### config.mk
export PLATFORM = sky130hd
export DESIGN_NAME = gpio_input_conditioner
export DESIGN_NICKNAME = d
export VERILOG_FILES = /design/src/rtl/gpio_input_conditioner.sv
export SDC_FILE = /design/constraint.sdc
export NUM_CORES = 1
export LEC_CHECK = 0
export BUFFER_PORTS_ARGS = -buffer_cell sky130_fd_sc_hd__buf_2
export CAP_MARGIN = 0
export CORE_MARGIN = 4
export CORE_UTILIZATION = 45
export CTS_BUF_LIST = sky130_fd_sc_hd__clkbuf_8
export DETAILED_ROUTE_END_ITERATION = 10
export PLACE_DENSITY_LB_ADDON = 0.2
export SYNTH_ARGS = -nofsm -noshare
export SYNTH_HDL_FRONTEND = slang
export SYNTH_SLANG_ARGS = --single-unit
export TNS_END_PERCENT = 1
### constraint.sdc
create_clock -name clk_i -period 15.65 [get_ports clk_i]
set_clock_uncertainty 0.1 [all_clocks]
set_input_delay 3.13 -clock clk_i [delete_from_list [all_inputs] [get_ports clk_i]]
set_output_delay 3.13 -clock clk_i [all_outputs]
set_load 0.1 [all_outputs]
### src/rtl/gpio_input_conditioner.sv
// gpio_input_conditioner
// Synchronises, debounces and edge-detects asynchronous board inputs.
// Each channel: N-flop synchroniser -> stable-cycle counter -> debounced
// level, with registered one-cycle rise/fall pulses and a combined
// changed pulse.
// Optional build macro: GPIO_INPUT_COND_SYNC3_EN selects a 3-flop
// synchroniser (default 2-flop); all latencies grow by one cycle.
module gpio_input_conditioner #(
  parameter int               WIDTH           = 16,
  parameter int               DEBOUNCE_CYCLES = 800000,
  parameter logic [WIDTH-1:0] RESET_LEVEL     = '0
) (
  input  logic             clk_i,
  input  logic             arst_i,
  input  logic [WIDTH-1:0] raw_i,
  output logic [WIDTH-1:0] level_o,
  output logic [WIDTH-1:0] rise_o,
  output logic [WIDTH-1:0] fall_o,
  output logic             changed_o
);

`ifdef GPIO_INPUT_COND_SYNC3_EN
  localparam int SYNC_STAGES = 3;
`else
  localparam int SYNC_STAGES = 2;
`endif

  // Counter only ever reaches DEBOUNCE_CYCLES-1 before clearing, so it
  // cannot wrap.
  localparam int            CW       = $clog2(DEBOUNCE_CYCLES + 1);
  localparam logic [CW-1:0] CNT_LAST = CW'(DEBOUNCE_CYCLES - 1);

  logic [WIDTH-1:0] r_level;
  logic [WIDTH-1:0] r_rise;
  logic [WIDTH-1:0] r_fall;
  logic             r_changed;
  logic [WIDTH-1:0] w_accept;

  genvar gi;
  generate
    for (gi = 0; gi < WIDTH; gi++) begin : g_chan
      logic [SYNC_STAGES-1:0] r_sync;
      logic [CW-1:0]          r_cnt;
      logic                   w_sync_bit;
      logic                   w_mismatch;

      assign w_sync_bit   = r_sync[SYNC_STAGES-1];
      assign w_mismatch   = (w_sync_bit != r_level[gi]);
      assign w_accept[gi] = w_mismatch && (r_cnt == CNT_LAST);

      // Synchroniser shift chain; resets to the channel's reset level so no
      // spurious edge appears after reset.
      always_ff @(posedge clk_i or posedge arst_i) begin
        if (arst_i) begin
          r_sync <= {SYNC_STAGES{RESET_LEVEL[gi]}};
        end else begin
          r_sync <= {r_sync[SYNC_STAGES-2:0], raw_i[gi]};
        end
      end

      // Stable-cycle counter: any agreement cycle or an accepted change
      // restarts it; otherwise it counts the mismatch run.
      always_ff @(posedge clk_i or posedge arst_i) begin
        if (arst_i) begin
          r_cnt <= '0;
        end else if (!w_mismatch || w_accept[gi]) begin
          r_cnt <= '0;
        end else begin
          r_cnt <= r_cnt + CW'(1);
        end
      end
    end
  endgenerate

  // Debounced level and edge pulses, all updated on the acceptance edge so
  // pulses line up with the cycle where the new level is visible.
  always_ff @(posedge clk_i or posedge arst_i) begin
    if (arst_i) begin
      r_level   <= RESET_LEVEL;
      r_rise    <= '0;
      r_fall    <= '0;
      r_changed <= 1'b0;
    end else begin
      r_level   <= r_level ^ w_accept;
      r_rise    <= w_accept & ~r_level;
      r_fall    <= w_accept & r_level;
      r_changed <= |w_accept;
    end
  end

  assign level_o   = r_level;
  assign rise_o    = r_rise;
  assign fall_o    = r_fall;
  assign changed_o = r_changed;

endmodule

Yosys cells after proc, flatten, opt, wreduce, memory -nomap -nowiden --
Cells that the tools add are included.
Word-level totals: flip-flop bits (word level) 401, latch bits 0, RAM bits 0, bits in read-only memories 0, input port bits 18, word-level logic and storage cells 153, memories 0
Cells by class: add/subtract/negate cells 16, multipliers 0, div/mod/pow operators 0, magnitude comparators 0, equality and inequality tests 32, shifts and indexed selects 0, mux-type cells 16, bitwise operators 4, reduce and logical (&&, ||, !) cells 49
Operators with widths (count):
- 20-bit by 1-bit adder with 20-bit output (second input constant) | 16
- 20-bit == test (second input constant) | 16
- 20-bit two-way mux | 16
- 16-bit AND | 2
- 1-bit logical AND | 16
- 1-bit zero test | 16
- 1-bit logical OR | 16
- 1-bit inequality test | 16
- 16-bit inverter | 1
- 16-bit OR reduction | 1
- 16-bit XOR | 1

Logic depth before layout (Yosys ltp) --
depth after elaboration 4, mapped depth 9, depth with buffers taken out 6

Least setup slack after synthesis --
OpenSTA, ideal clock, no wires.
path kind register to output, start point register with a tool-made name, end point output port level_o[12], arrival time 972 ps, required time 12420 ps, setup slack 11448 ps, cell stages (with the launch flop) 1, path buffers 0, cells stage by stage dfrtp_1
RTL lines:
- end: declaration | RTL line 16 | output logic [WIDTH-1:0] level_o,

==> impl_table.tex <==
\begin{tabular}{lr}
\hline
Metric & Value \\
\hline
\multicolumn{2}{l}{\textbf{Power and ir drop}} \\
\quad Max VDD drop & 65.23 µV \\
\quad Total design power & 2.141 mW \\
\quad Combinational share of power & 2.6\% \\
\quad Internal power & 1.655 mW \\
\quad Fraction of power consumed by the clock network & 47.7\% \\
\quad Sequential share of power & about half \\
\quad Leak & 9.038 nW \\
\quad Switching power & between 0.4 and 0.5 mW \\
\quad Power per cell area & 104.8 nW/µm² \\
\quad Switching power share of the total & 22.67\% \\
\multicolumn{2}{l}{\textbf{Floorplanning}} \\
\quad Top-level port count & 67 \\
\quad Count of standard-cell rows & 73 \\
\quad Horizontal die dimension & 208.2 µm \\
\quad Die area & around 43000 µm² \\
\quad Core Box Area & 39640 µm² \\
\quad Overall die height & 208.2 µm \\
\quad Effective utilization at floorplan & 45.51\% \\
\multicolumn{2}{l}{\textbf{Synth}} \\
\quad Dominant combinational cell family by area after synthesis & simple AND/OR/NAND/NOR gates \\
\quad Fraction of synthesized cell area in xor and xnor cells & 14.57\% \\
\quad Share of flip-flops with an asynchronous set or reset after synthesis & between 90\% and 100\% \\
\quad Net count after synthesis & roughly 1800 \\
\quad Gate count after technology mapping & 1718 \\
\quad Mapped Area & 18040 µm² \\
\quad Top flip-flop cell by instance count after synthesis & dfrtp\_1 \\
\quad Synthesis warning total & 0 \\
\quad Number of flops mapped to enable cells by yosys & 0 \\
\quad Compound-cell area share of the yosys netlist & 0.5618\% \\
\quad Share of synthesized area occupied by flip-flops and latches & 55.62\% \\
\quad Post-Synth Adder-Cell Area & 1.110\% \\
\quad Mux share of post-synthesis cell area & 0.8947\% \\
\quad Synthesized area per cell & 10.50 µm² \\
\quad Post-Synth Simple-Gate Area & 25.54\% \\
\quad Number of distinct standard cells referenced by the synthesized netlist & 41 \\
\quad Post-synthesis sequential element count & 401 \\
\multicolumn{2}{l}{\textbf{Hold path}} \\
\quad Path type of the worst min-delay path & flop to flop \\
\multicolumn{2}{l}{\textbf{STA}} \\
\quad Unrepaired setup endpoints after global routing & no \\
\quad Final sum of negative setup slack & 0 ns \\
\quad Max-slew violation total from the final report & 0 \\
\quad Final hold vios & 0 \\
\quad Worst slew pin tran & 0.9702 ns \\
\quad Final critical-path required period & 4.733 ns \\
\quad Max transition margin & between 30\% and 40\% \\
\quad Max frequency & $\sim$210 MHz \\
\quad Final Setup Violations & 0 \\
\quad Final Cycle Share & 30.24\% \\
\quad Setup WS post-layout & around 11 ns \\
\multicolumn{2}{l}{\textbf{Placement}} \\
\quad Placement-stage worst setup slack & 10.63 ns \\
\quad Number of placed instances, taps included & around 2300 \\
\quad Final RePlAce weighted congestion & 0.7783 \\
\quad Number of buffers inserted by port buffering & 66 \\
\quad DP Wirelength & 20570 µm \\
\multicolumn{2}{l}{\textbf{Run status}} \\
\quad Outcome & finished clean \\
\multicolumn{2}{l}{\textbf{Setup path}} \\
\quad Worst path max stage delay & 0.47 ns \\
\quad Category of the worst setup path launch point & flop \\
\quad Worst-path cell chain & buf\_2 \\
\quad Setup slack on the worst flop-to-flop path & 13.34 ns \\
\quad Critical Path End Type & output pin \\
\quad Critical path required time & about 12 ns \\
\quad Largest delay share family, worst path & buffers and inverters \\
\quad CP max-delay cell & buf\_2 \\
\quad Cell count along the critical path & 1 \\
\quad Origin of the critical flop-to-flop path & g\_chan[6].r\_cnt[0] \\
\quad CP Capture Point & level\_o[12] \\
\quad Arr. time, crit path & 1.50 ns \\
\quad Category of the most critical setup path & flop to output pin \\
\quad Highest net fanout along the worst path & 6 \\
\quad Buffers plus inverters on the worst setup path & 1 \\
\quad Reg2Reg Depth & 5 \\
\multicolumn{2}{l}{\textbf{Cells and area}} \\
\quad Area growth syn-to-layout & 13.23\% \\
\quad Antenna fix cells & 0 \\
\quad Most frequent cells in the layout & dfrtp\_1, nor2\_1, xor2\_1 \\
\quad Most common cell after layout, fill and taps aside & dfrtp\_1 \\
\quad Post-layout net count & 1858 \\
\quad Share of final-layout standard cells stronger than drive strength 1 & 11.49\% \\
\quad Non-filler cells in the finished layout & 2405 \\
\quad Layout fillers & 3661 \\
\multicolumn{2}{l}{\textbf{Global routing}} \\
\quad Via count of the first global-routing pass & 12404 \\
\quad Global-route wire length before repair & between 50000 and 60000 µm \\
\quad Aggregate global routing overflow & 0 \\
\quad All-layer global routing usage & 15.44\% \\
\quad Pin count of the biggest net entering global routing & 169 \\
\quad Number of antenna violations at the first check in global routing & 0 \\
\multicolumn{2}{l}{\textbf{Detailed routing}} \\
\quad Detailed router's first-iteration violation count & 621 \\
\quad First drt pass iteration count & 4 \\
\quad Antenna viol nets, final & 0 \\
\quad Wire length after detailed routing & 32710 µm \\
\quad Mean routed wirelength per cell & 13.60 µm \\
\quad DRC viols & 0 \\
\quad Vias/cell & 5.051 \\
\quad Via total after detailed routing & 12147 \\
\multicolumn{2}{l}{\textbf{Clock network}} \\
\quad Post-CTS setup buffer count & 0 \\
\quad Clock-pin slew on the worst setup and hold paths & approximately 0.050 ns \\
\quad Number of H-tree branching levels & 3 \\
\quad Clock tree root driver cell & clkbuf\_8 \\
\quad CTS tree & done \\
\quad Inserted Clock Buffers & a little over 70 \\
\quad Post-CTS Hold Buffers & 0 \\
\quad CTS-repair resized insts & 0 \\
\quad Clock latency on the worst-skew pair & between 0.6 and 0.7 ns \\
\quad \# clock sinks & between 400 and 500 \\
\quad Clock buffer depth & 3 \\
\multicolumn{2}{l}{\textbf{Flow run}} \\
\quad Max-Cap Viols & 0 \\
\hline
\end{tabular}
==> state kept, by name, indices dropped and copies added, names as in the netlist, named ones only <==
name / cells
g_chan.r_cnt: 320
g_chan.r_sync: 32
fall_o: 16
changed_o: 1
rise_o: 16
==> layer usage <==
metal  vias up  track usage (%)  routed length [µm]
met3        60            3.679                1420
li1       6062                -                   -
met1      5875            21.23               15670
met5         -                0                   0
met2       150            24.12               14910
met4         0            5.527                 715
==> layout make-up <==
cell class | count | area (µm²) | share of cell area, %
Tap cell | 525 | 656.9 | 3.216
Clock buffer | 98 | 1349 | 6.603
Sequential cell | 401 | 10030 | 49.13
Multi-Input combinational cell | 1248 | 7697 | 37.68
Inverter | 33 | 131.4 | 0.6432
Timing Repair Buffer | 69 | 365.4 | 1.789
Clock inverter | 31 | 191.4 | 0.9372
==> power by group through the flow <==
stage          Combinational [mW]  Sequential, mW  Clock [mW]
3_3_place_gp               0.0577            1.08           0
6_report                   0.0556            1.06        1.02
4_1_cts                    0.0589            1.06        1.06
3_5_place_dp               0.0585            1.08           0
2_1_floorplan              0.0434            1.08           0
5_1_grt                    0.0667            1.07        1.12
==> worst min-delay path by stage <==
stage	from	endpoint	slack (ns)	depth (start not counted)
2_1_floorplan	g_chan[0].r_sync[0]	g_chan[0].r_sync[1]	0.23	0
3_3_place_gp	g_chan[6].r_sync[0]	g_chan[6].r_sync[1]	0.23	0
3_5_place_dp	g_chan[11].r_sync[0]	g_chan[11].r_sync[1]	0.23	0
4_1_cts	g_chan[8].r_sync[0]	g_chan[8].r_sync[1]	0.24	0
5_1_grt	g_chan[5].r_sync[0]	g_chan[5].r_sync[1]	0.23	0
6_report	g_chan[8].r_sync[0]	g_chan[8].r_sync[1]	0.24	0
==> synth_stat cells, drive strengths merged (8+ instances only) <==
cell type	count	share of area, %
dfrtp	401	56
nor2	346	7.2
xor2	171	8.3
nand3	143	4.0
xnor2	129	6.3
nand2	90	2.0
nand4	76	2.6
and3	59	2.0
nor3	39	1.1
inv	33	0.69
nor3b	32	1.3
and4	27	1.3
nor4bb	19	1.1
buf	18	0.65
clkbuf	18	0.37
ha	16	1.1
nor4b	16	0.78
mux2	14	0.89
or2	14	0.49
and2	10	0.35
nor4	8	0.28
==> stage by stage <==
step           hold WS [ns]  util (%)  cell area, µm²
2_1_floorplan        0.2312         -           18040
3_3_place_gp         0.2325     47.64           18890
3_5_place_dp         0.2347     47.64           18890
4_1_cts              0.2360     51.53           20430
5_1_grt              0.2319     51.53           20430
6_report             0.2384     51.53           20430
==> kinds of logic (layout without fill, tap and decap cells) <==
kind of cell / Yosys count / count (layout)
AND/OR/NAND/NOR: 903 / 903
multiplexers: 14 / 14
adder cells (fa/ha/maj): 16 / 16
AO/OA/AOI/OAI: 15 / 15
flip-flops: 401 / 401
buffers and inverters: 69 / 231
XOR/XNOR: 300 / 300
(Power assumes the default switching activity.)
